### src/rtl/lse_reduce_ctrl.sv
// Streams log-domain elements through an external lse_add PE and folds them into one log-sum-exp result.
// Optional build macro LSE_REDUCE_NEGINF_SKIP_EN: NEG_INF elements are counted but never issued to the PE.
module lse_reduce_ctrl #(
    parameter int WIDTH    = 24,
    parameter int CNT_BITS = 8
) (
    input  logic                clk,
    input  logic                rst,
    input  logic                in_valid,
    output logic                in_ready,
    input  logic [WIDTH-1:0]    in_data,
    input  logic                in_last,
    output logic                add_enable,
    output logic [WIDTH-1:0]    add_operand_a,
    output logic [WIDTH-1:0]    add_operand_b,
    output logic [1:0]          add_pe_mode,
    input  logic [WIDTH-1:0]    add_result,
    input  logic                add_valid,
    output logic                out_valid,
    input  logic                out_ready,
    output logic [WIDTH-1:0]    out_data,
    output logic [CNT_BITS-1:0] out_count
);

    localparam logic [WIDTH-1:0]    NEG_INF  = {1'b1, {(WIDTH-1){1'b0}}};
    localparam logic [CNT_BITS-1:0] CNT_MAX  = {CNT_BITS{1'b1}};
    localparam logic [CNT_BITS-1:0] CNT_ONE  = {{(CNT_BITS-1){1'b0}}, 1'b1};
    localparam logic [CNT_BITS-1:0] CNT_ZERO = {CNT_BITS{1'b0}};

    typedef enum logic [1:0] {
        ST_ACCEPT = 2'd0,
        ST_WAIT   = 2'd1,
        ST_DONE   = 2'd2
    } state_t;

    state_t              state_r, state_s;
    logic [WIDTH-1:0]    acc_r, acc_s;
    logic [CNT_BITS-1:0] cnt_r, cnt_s;
    logic                last_r, last_s;
    logic                en_r, en_s;
    logic [WIDTH-1:0]    opa_r, opa_s;
    logic [WIDTH-1:0]    opb_r, opb_s;
    logic                out_valid_r;
    logic                accept_s;

    assign accept_s      = in_valid && (state_r == ST_ACCEPT);
    assign in_ready      = (state_r == ST_ACCEPT) && !rst;
    assign add_enable    = en_r;
    assign add_operand_a = opa_r;
    assign add_operand_b = opb_r;
    assign add_pe_mode   = 2'b00;
    assign out_valid     = out_valid_r;
    assign out_data      = acc_r;
    assign out_count     = cnt_r;

    // Next-state and datapath decode; add_enable defaults low so an issue is a one-cycle pulse.
    always_comb begin
        state_s = state_r;
        acc_s   = acc_r;
        cnt_s   = cnt_r;
        last_s  = last_r;
        en_s    = 1'b0;
        opa_s   = opa_r;
        opb_s   = opb_r;
        case (state_r)
            ST_ACCEPT: begin
                if (accept_s) begin
                    cnt_s  = (cnt_r == CNT_MAX) ? cnt_r : cnt_r + CNT_ONE;
                    last_s = in_last;
`ifdef LSE_REDUCE_NEGINF_SKIP_EN
                    if (in_data == NEG_INF) begin
                        state_s = in_last ? ST_DONE : ST_ACCEPT;
                    end else begin
                        opa_s   = acc_r;
                        opb_s   = in_data;
                        en_s    = 1'b1;
                        state_s = ST_WAIT;
                    end
`else
                    opa_s   = acc_r;
                    opb_s   = in_data;
                    en_s    = 1'b1;
                    state_s = ST_WAIT;
`endif
                end else begin
                    state_s = ST_ACCEPT;
                end
            end
            ST_WAIT: begin
                if (add_valid) begin
                    acc_s   = add_result;
                    state_s = last_r ? ST_DONE : ST_ACCEPT;
                end else begin
                    state_s = ST_WAIT;
                end
            end
            ST_DONE: begin
                if (out_ready) begin
                    acc_s   = NEG_INF;
                    cnt_s   = CNT_ZERO;
                    state_s = ST_ACCEPT;
                end else begin
                    state_s = ST_DONE;
                end
            end
            default: begin
                state_s = ST_ACCEPT;
            end
        endcase
    end

    // State, accumulator, counter and registered PE/output drive.
    always_ff @(posedge clk or posedge rst) begin
        if (rst) begin
            state_r     <= ST_ACCEPT;
            acc_r       <= NEG_INF;
            cnt_r       <= CNT_ZERO;
            last_r      <= 1'b0;
            en_r        <= 1'b0;
            opa_r       <= NEG_INF;
            opb_r       <= {WIDTH{1'b0}};
            out_valid_r <= 1'b0;
        end else begin
            state_r     <= state_s;
            acc_r       <= acc_s;
            cnt_r       <= cnt_s;
            last_r      <= last_s;
            en_r        <= en_s;
            opa_r       <= opa_s;
            opb_r       <= opb_s;
            out_valid_r <= (state_s == ST_DONE);
        end
    end

endmodule

### config.mk
export PLATFORM = sky130hd
export DESIGN_NAME = lse_reduce_ctrl
export DESIGN_NICKNAME = d
export VERILOG_FILES = /design/src/rtl/lse_reduce_ctrl.sv
export SDC_FILE = /design/constraint.sdc
export NUM_CORES = 1
export LEC_CHECK = 0
export ABC_AREA = 1
export CORE_MARGIN = 5
export CORE_UTILIZATION = 39
export DETAILED_ROUTE_END_ITERATION = 7
export PLACE_DENSITY = 0.76
export SLEW_MARGIN = 30
export SYNTH_ARGS = -nofsm -noshare
export SYNTH_HDL_FRONTEND = slang
export SYNTH_SLANG_ARGS = --single-unit
export TNS_END_PERCENT = 1
### constraint.sdc
create_clock -name clk -period 2.5 [get_ports clk]
set_input_delay 0.375 -clock clk [delete_from_list [all_inputs] [get_ports clk]]
set_output_delay 0.375 -clock clk [all_outputs]
set_load 0.01 [all_outputs]
==> results of run 1 <==
## placed cells by master, fill, tap and decap left out
master,Yosys,routed
buf_12,0,2
buf_4,10,3
bufinv_16,0,1
clkbuf_8,0,10
clkdlybuf4s50_1,0,136
clkinv_1,1,1
clkinvlp_4,0,4
conb_1,1,2
dfrtp_1,83,83
dfstp_2,2,2
ha_1,1,1
inv_1,32,31
inv_2,3,3
inv_6,0,2
nand2_1,146,146
nand2_2,4,4
nand2_4,1,1
nand3_1,6,6
nand3_2,1,1
nand3b_1,2,2
nor2_1,7,7
nor2_4,2,2
nor3_1,1,1
o21ai_0,44,44
o21ai_1,14,14
o21ai_2,2,2
o21bai_1,1,1
o31ai_1,1,1
## registers in the layout, indices dropped and copies added, names as in the netlist
register / count
add_enable: 1
add_operand_a: 24
add_operand_b: 24
last_r: 1
out_count: 8
out_data: 24
out_valid: 1
state_r: 2
## per-stage QoR
| stage | power (mW) | cell area, sq um | utilization [%] |
|---|---|---|---|
| after floorplan | 3.56 | 3430 | - |
| after global placement | 4.99 | 4860 | 56.3 |
| after detailed placement | 5.09 | 4860 | 56.3 |
| after CTS | 6.12 | 5070 | 58.7 |
| after global routing | 6.46 | 5070 | 58.7 |
| final | 6.04 | 5070 | 58.7 |
## area by class of cell
| cell class | instances | area (sq um) | area share (%) |
|---|---|---|---|
| flip-flops and latches | 85 | 2130 | 42.0 |
| inverters | 36 | 139 | 2.74 |
| repair buffers | 141 | 1420 | 28.1 |
| clock inverters | 6 | 70.1 | 1.38 |
| multi-input cells | 235 | 1040 | 20.4 |
| well taps | 108 | 135 | 2.66 |
| clock buffers | 10 | 138 | 2.71 |
## synthesized netlist by cell type (all sizes together)
cell type,instances,share of area (%)
buf,16,3.5
nand3b,2,0.44
nor2,9,1.4
inv,35,3.8
nor3,1,0.15
nand2,151,17
dfstp,2,1.5
o21bai,1,0.22
o31ai,1,0.22
dfrtp,83,61
clkbuf,1,0.11
nand3,7,1.2
clkinv,1,0.11
o21ai,60,9.0
conb,1,0.11
ha,1,0.37
## worst max-delay path, stage by stage, from the launching register on
cell and delay, ps:
dfrtp_1 460, nor3_1 220, clkdlybuf4s50_1 570
## cells by family after synthesis
kind of cell	after synthesis	share of synthesized area (%)
flip-flops	85	62.2
buffers and inverters	53	7.60
AND/OR/NAND/NOR	170	20.3
AO/OA/AOI/OAI	62	9.43
other	1	0.110
adder cells (fa/ha/maj)	1	0.366
## final timing paths
check	from	to	slack (ps)
max in group asynchronous	rst	add_operand_a[3]	1440
min reg2reg	add_operand_b[20]	add_operand_b[20]	480
max reg2reg	state_r[0]	add_operand_b[0]	820
min	rst	add_operand_b[14]	470
min in group clk	add_operand_b[20]	add_operand_b[20]	480
max	state_r[0]	in_ready	520
## where the power goes
group / internal (mW) / leakage [nW] / switching, mW
registers: 1.98 / 1.07 / 0.373
clock network: 0.496 / 0.0955 / 0.513
logic: 1.39 / 1.15 / 1.29
total: 3.86 / 2.32 / 2.18
## layer usage
metal,track usage [%],wire length (um),vias up
li1,-,-,1422
met1,20.0,3750,1386
met2,28.6,4600,85
met3,6.16,530,6
met4,3.42,72,0
met5,0,0,-
==> insert_results.sql, run 1 <==
INSERT INTO impl_metrics (metric_group, metric, value, unit) VALUES
('placed_design', 'buffers_added_on_ports', '136', ''),
('global_routing', 'grt_start_max_net_pins', '36', ''),
('logic_synthesis', 'synth_cells', '372', ''),
('drt', 'routed-via-count', '2899', ''),
('floorplanning', 'die-height', '104', 'um'),
('drt', 'antenna_left', '0', ''),
('floorplanning', 'fp.dieArea', '10700', 'sq um'),
('timing', 'ratio_of_final_minimum_period_to_clock_period', '79.1', '%'),
('global_routing', 'global_route.usage.total', '16.7', '%'),
('finish', 'final_nets', '563', ''),
('drt', 'drt_pre_antenna_iters', '4', ''),
('clock_network', 'cts_hold_buffers', '0', ''),
('timing', 'slew_violations', '0', ''),
('clock_network', 'post_cts_setup_inserts', '0', ''),
('clock_network', 'path_clk_slew', '90', 'ps'),
('drt', 'wire_per_inst', '14.4', 'um'),
('worst_setup_path', 'cp-start-kind', 'register', ''),
('drt', 'drt-initial-drc-count', '96', ''),
('drt', 'drt-total-wl', '8940', 'um'),
('timing', 'transition_time_at_the_pin_with_the_least_slew_margin', '606', 'ps'),
('clock_network', 'cts_buffer_depth', '2', ''),
('finish', 'post_synthesis_to_final_layout_area_growth', '48.2', '%'),
('clock_network', 'cts_num_sinks', '85', ''),
('clock_network', 'cts_htree_levels', '3', ''),
('power_and_ir_drop', 'powerDensity', '1190', 'nW/um^2'),
('floorplanning', 'start_util', '39.6', '%'),
('finish', 'final.fill_count', '762', ''),
('clock_network', 'numCtsBuffers', '9', ''),
('logic_synthesis', 'synth.ff_latch_count', '85', ''),
('placed_design', 'pre_cts_slack', '562', 'ps'),
('logic_synthesis', 'yosysUniqueCellTypes', '26', ''),
('finish', 'finalNonFillerCells', '621', ''),
('global_routing', 'grt_first_pass_wirelength', '14800', 'um'),
('logic_synthesis', 'synthesis.area_per_instance', '9.20', 'sq um'),
('timing', 'hold-worst-slack', '468', 'ps'),
('finish', 'post_route_cells_drive_above_1_share', '7.21', '%'),
('clock_network', 'clock_tree.root_cell', 'clkbuf_8', ''),
('power_and_ir_drop', 'static-leakage-power', '2.32', 'nW'),
('run_status', 'outcome', 'finished clean', ''),
('clock_network', 'post_cts_resized', '0', ''),
('worst_setup_path', 'critical_path_peak_fanout', '4', ''),
('timing', 'timing.final.hold_violations', '0', ''),
('clock_network', 'tritoncts', 'yes', ''),
('worst_setup_path', 'timing.critical_path.required', '2120', 'ps'),
('worst_setup_path', 'ff2ff_path_depth', '5', ''),
('timing', 'final-setup-viol-count', '0', ''),
('hold_path', 'holdCritPathClass', 'primary input to asynchronous set/reset pin', ''),
('floorplanning', 'placementRows', '34', ''),
('floorplanning', 'core_region_area', '8640', 'sq um'),
('floorplanning', 'top_level_ports', '139', ''),
('global_routing', 'antenna_found_initial', '0', ''),
('drt', 'detail_route.drc_violations', '0', ''),
('worst_setup_path', 'crit_arrival', '1600', 'ps'),
('worst_setup_path', 'endpoint_kind', 'output pin', ''),
('timing', 'fin_crit', '1980', 'ps'),
('clock_network', 'clkLatencyLatePin', '350', 'ps'),
('placed_design', 'gp_congestion', '0.791', ''),
('global_routing', 'grt_pass1_vias', '2998', ''),
('job', 'maxCapViolCount', '0', ''),
('timing', 'max_frequency', '505', 'MHz'),
('floorplanning', 'fp.dieW', '104', 'um'),
('logic_synthesis', 'ys_seq_area_share', '62.2', '%'),
('worst_setup_path', 'critical_path_class', 'register to output pin', ''),
('logic_synthesis', 'synth.yosys.warnings', '0', ''),
('power_and_ir_drop', 'max-vdd-ir-drop', '0.608', 'mV'),
('timing', 'setup_slack', '521', 'ps'),
('placed_design', 'numPlacedInstances', '605', ''),
('timing', 'rsz_0062_raised_after_global_routing', 'false', ''),
('drt', 'vias_per_cell', '4.67', ''),
('timing', 'timing.max_slew.rel_slack', '59.5', '%'),
('finish', 'antenna-diode-count', '0', ''),
('timing', 'skew', '9.22', 'ps'),
('timing', 'finalSetupTns', '0', 'ps'),
('placed_design', 'hpwlAfterDp', '6490', 'um'),
('logic_synthesis', 'syn_area', '3420', 'sq um'),
('global_routing', 'grt-ovfl-total', '0', '');
(Power assumes the default switching activity.)
==> inputs of run 2 (changes only) <==
- clock period: 2.5 -> 1.61 ns (I/O delays scaled with it)
==> insert_results.sql, run 2 (synthesis results as in run 1) <==
INSERT INTO impl_metrics (metric_group, metric, value, unit) VALUES
('clock_network', 'clock_tree.root_cell', 'clkbuf_8', ''),
('timing', 'max_frequency', '641', 'MHz'),
('power_and_ir_drop', 'power', '9.33', 'mW'),
('worst_setup_path', 'critical_path_class', 'register to output pin', ''),
('run_status', 'outcome', 'finished clean', ''),
('worst_setup_path', 'cp-start-kind', 'register', ''),
('floorplanning', 'core_region_area', '8640', 'sq um'),
('clock_network', 'tritoncts', 'yes', ''),
('worst_setup_path', 'critical_path.max_stage_delay', '570', 'ps'),
('clock_network', 'path_clk_slew', '80', 'ps'),
('floorplanning', 'start_util', '39.6', '%'),
('worst_setup_path', 'ff2ff_path_depth', '6', ''),
('clock_network', 'cts_htree_levels', '3', ''),
('power_and_ir_drop', 'power.share.combinational', '45.2', '%'),
('finish', 'post_synthesis_to_final_layout_area_growth', '49.9', '%'),
('worst_setup_path', 'worst_path_dominant_cell_family', 'buffers and inverters', ''),
('global_routing', 'grt_first_pass_wirelength', '14700', 'um'),
('power_and_ir_drop', 'powerDensity', '1820', 'nW/um^2'),
('power_and_ir_drop', 'internal_power_of_the_cells', '6.06', 'mW'),
('finish', 'highest_count_cells_in_the_layout_ignoring_fill_and_taps', 'nand2_1, clkdlybuf4s50_1, dfrtp_1, o21ai_0, inv_1', ''),
('power_and_ir_drop', 'static-leakage-power', '2.39', 'nW'),
('timing', 'timing.final.hold_violations', '0', ''),
('hold_path', 'holdCritPathClass', 'primary input to asynchronous set/reset pin', ''),
('drt', 'vias_per_cell', '4.60', ''),
('worst_setup_path', 'crit_arrival', '1320', 'ps'),
('placed_design', 'place_area', '4920', 'sq um'),
('worst_setup_path', 'worst_path_max_delay_cell', 'clkdlybuf4s50_1', ''),
('power_and_ir_drop', 'power.share.sequential', '38.9', '%'),
('floorplanning', 'placementRows', '34', ''),
('timing', 'ratio_of_final_minimum_period_to_clock_period', '96.9', '%'),
('worst_setup_path', 'timing.critical_path.required', '1370', 'ps'),
('floorplanning', 'fp.dieArea', '10700', 'sq um'),
('power_and_ir_drop', 'net-switching-power', '3.27', 'mW'),
('power_and_ir_drop', 'max-vdd-ir-drop', '0.736', 'mV'),
('worst_setup_path', 'worstPathBufferInverterCount', '1', ''),
('global_routing', 'grt_start_max_net_pins', '57', ''),
('timing', 'rsz_0062_raised_after_global_routing', 'false', ''),
('global_routing', 'antenna_found_initial', '0', ''),
('finish', 'final_nets', '567', ''),
('timing', 'setup_slack', '50.4', 'ps'),
('power_and_ir_drop', 'clock_power_share', '15.9', '%'),
('worst_setup_path', 'critical_path_peak_fanout', '5', ''),
('floorplanning', 'die-height', '104', 'um'),
('worst_setup_path', 'path_cells', 'clkdlybuf4s50_1', ''),
('finish', 'stdcell_area', '5130', 'sq um'),
('placed_design', 'buffers_added_on_ports', '136', ''),
('clock_network', 'cts_hold_buffers', '0', ''),
('worst_setup_path', 'critical_path_depth', '1', ''),
('timing', 'hold-worst-slack', '440', 'ps'),
('drt', 'detail_route.drc_violations', '0', ''),
('power_and_ir_drop', 'swShare', '35.1', '%'),
('timing', 'fin_crit', '1560', 'ps'),
('clock_network', 'clkLatencyLatePin', '330', 'ps'),
('drt', 'routed-via-count', '2869', ''),
('finish', 'antenna-diode-count', '0', ''),
('job', 'maxCapViolCount', '0', ''),
('placed_design', 'pre_cts_slack', '13.7', 'ps'),
('placed_design', 'hpwlAfterDp', '6510', 'um'),
('clock_network', 'numCtsBuffers', '9', ''),
('timing', 'final-setup-viol-count', '0', ''),
('drt', 'drt_pre_antenna_iters', '4', ''),
('clock_network', 'cts_num_sinks', '85', ''),
('finish', 'final_common_cell', 'nand2_1', ''),
('floorplanning', 'fp.dieW', '104', 'um'),
('drt', 'antenna_left', '0', ''),
('global_routing', 'grt_pass1_vias', '3047', ''),
('global_routing', 'grt-ovfl-total', '0', ''),
('global_routing', 'global_route.usage.total', '16.3', '%'),
('drt', 'drt-total-wl', '8800', 'um'),
('clock_network', 'cts_buffer_depth', '2', ''),
('timing', 'skew', '4.60', 'ps'),
('timing', 'slew_violations', '0', ''),
('drt', 'drt-initial-drc-count', '75', ''),
('finish', 'post_route_cells_drive_above_1_share', '7.95', '%'),
('floorplanning', 'top_level_ports', '139', ''),
('placed_design', 'gp_congestion', '0.791', ''),
('worst_setup_path', 'endpoint_kind', 'output pin', ''),
('drt', 'wire_per_inst', '14.1', 'um'),
('finish', 'fin_util', '59.4', '%'),
('finish', 'final.fill_count', '758', '');
==> run 2: changes by cell type in the layout (fill, tap and decap cells not counted), sizes merged <==
cell | previous run | this run
dlygate4sd2 | 0 | 4
clkinv | 1 | 3
dlymetal6s2s | 0 | 2
inv | 36 | 34
clkdlybuf4s50 | 136 | 130
clkbuf | 10 | 11
clkinvlp | 4 | 2
buf | 5 | 9
==> run 2: layout make-up <==
| cell class | count | area [sq um] | share of cell area (%) |
|---|---|---|---|
| flip-flops and latches | 85 | 2130 | 41.5 |
| repair buffers | 145 | 1490 | 29.1 |
| multi-input cells | 235 | 1040 | 20.2 |
| clock buffers | 11 | 151 | 2.95 |
| inverters | 36 | 139 | 2.71 |
| well taps | 108 | 135 | 2.63 |
| clock inverters | 4 | 47.5 | 0.927 |
==> run 2: tightest hold or removal path: cells and delay by family <==
family	cells	cell delay [ps]
buffers and inverters	4	890
==> run 2: stage by stage <==
stage,TNS [ps],std cells
floorplan,0,373
global placement,-3.50,608
detailed placement,0,608
CTS,0,623
global route,0,624
finish,0,624
==> run 2: final timing paths <==
check,startpoint,end,slack (ps)
worst max-delay path,out_count[1],out_count[1],50
worst min-delay path,rst,add_enable,440
worst max register to register,state_r[1],add_operand_b[7],190
worst min register to register,add_operand_b[20],add_operand_b[20],480
max in group asynchronous,rst,add_operand_a[23],870
min in group clk,in_data[5],add_operand_b[5],440
==> run 2: power groups by stage <==
stage | Combinational, mW | Clock, mW | Sequential [mW]
after floorplan | 1.50 | 0 | 4.03
after detailed placement | 4.32 | 0 | 3.67
after CTS | 4.31 | 1.54 | 3.64
after global routing | 4.63 | 1.64 | 3.74
final | 4.22 | 1.49 | 3.63
after global placement | 4.21 | 0 | 3.63
==> run 2: metal layers <==
layer | global-route usage [%] | share of wire, % | vias up | wire length (um)
met5 | 0 | 0 | - | 0
met4 | 5.92 | 2.0 | 0 | 179
met3 | 4.23 | 5.8 | 15 | 510
met2 | 28.4 | 50 | 85 | 4390
met1 | 19.2 | 42 | 1345 | 3720
li1 | - | - | 1424 | -
==> run 2: repair_timing <==
action	in CTS	in global routing
setup buffers	0	1
endpoints found under the setup margin	4	3
resized for setup	5	2
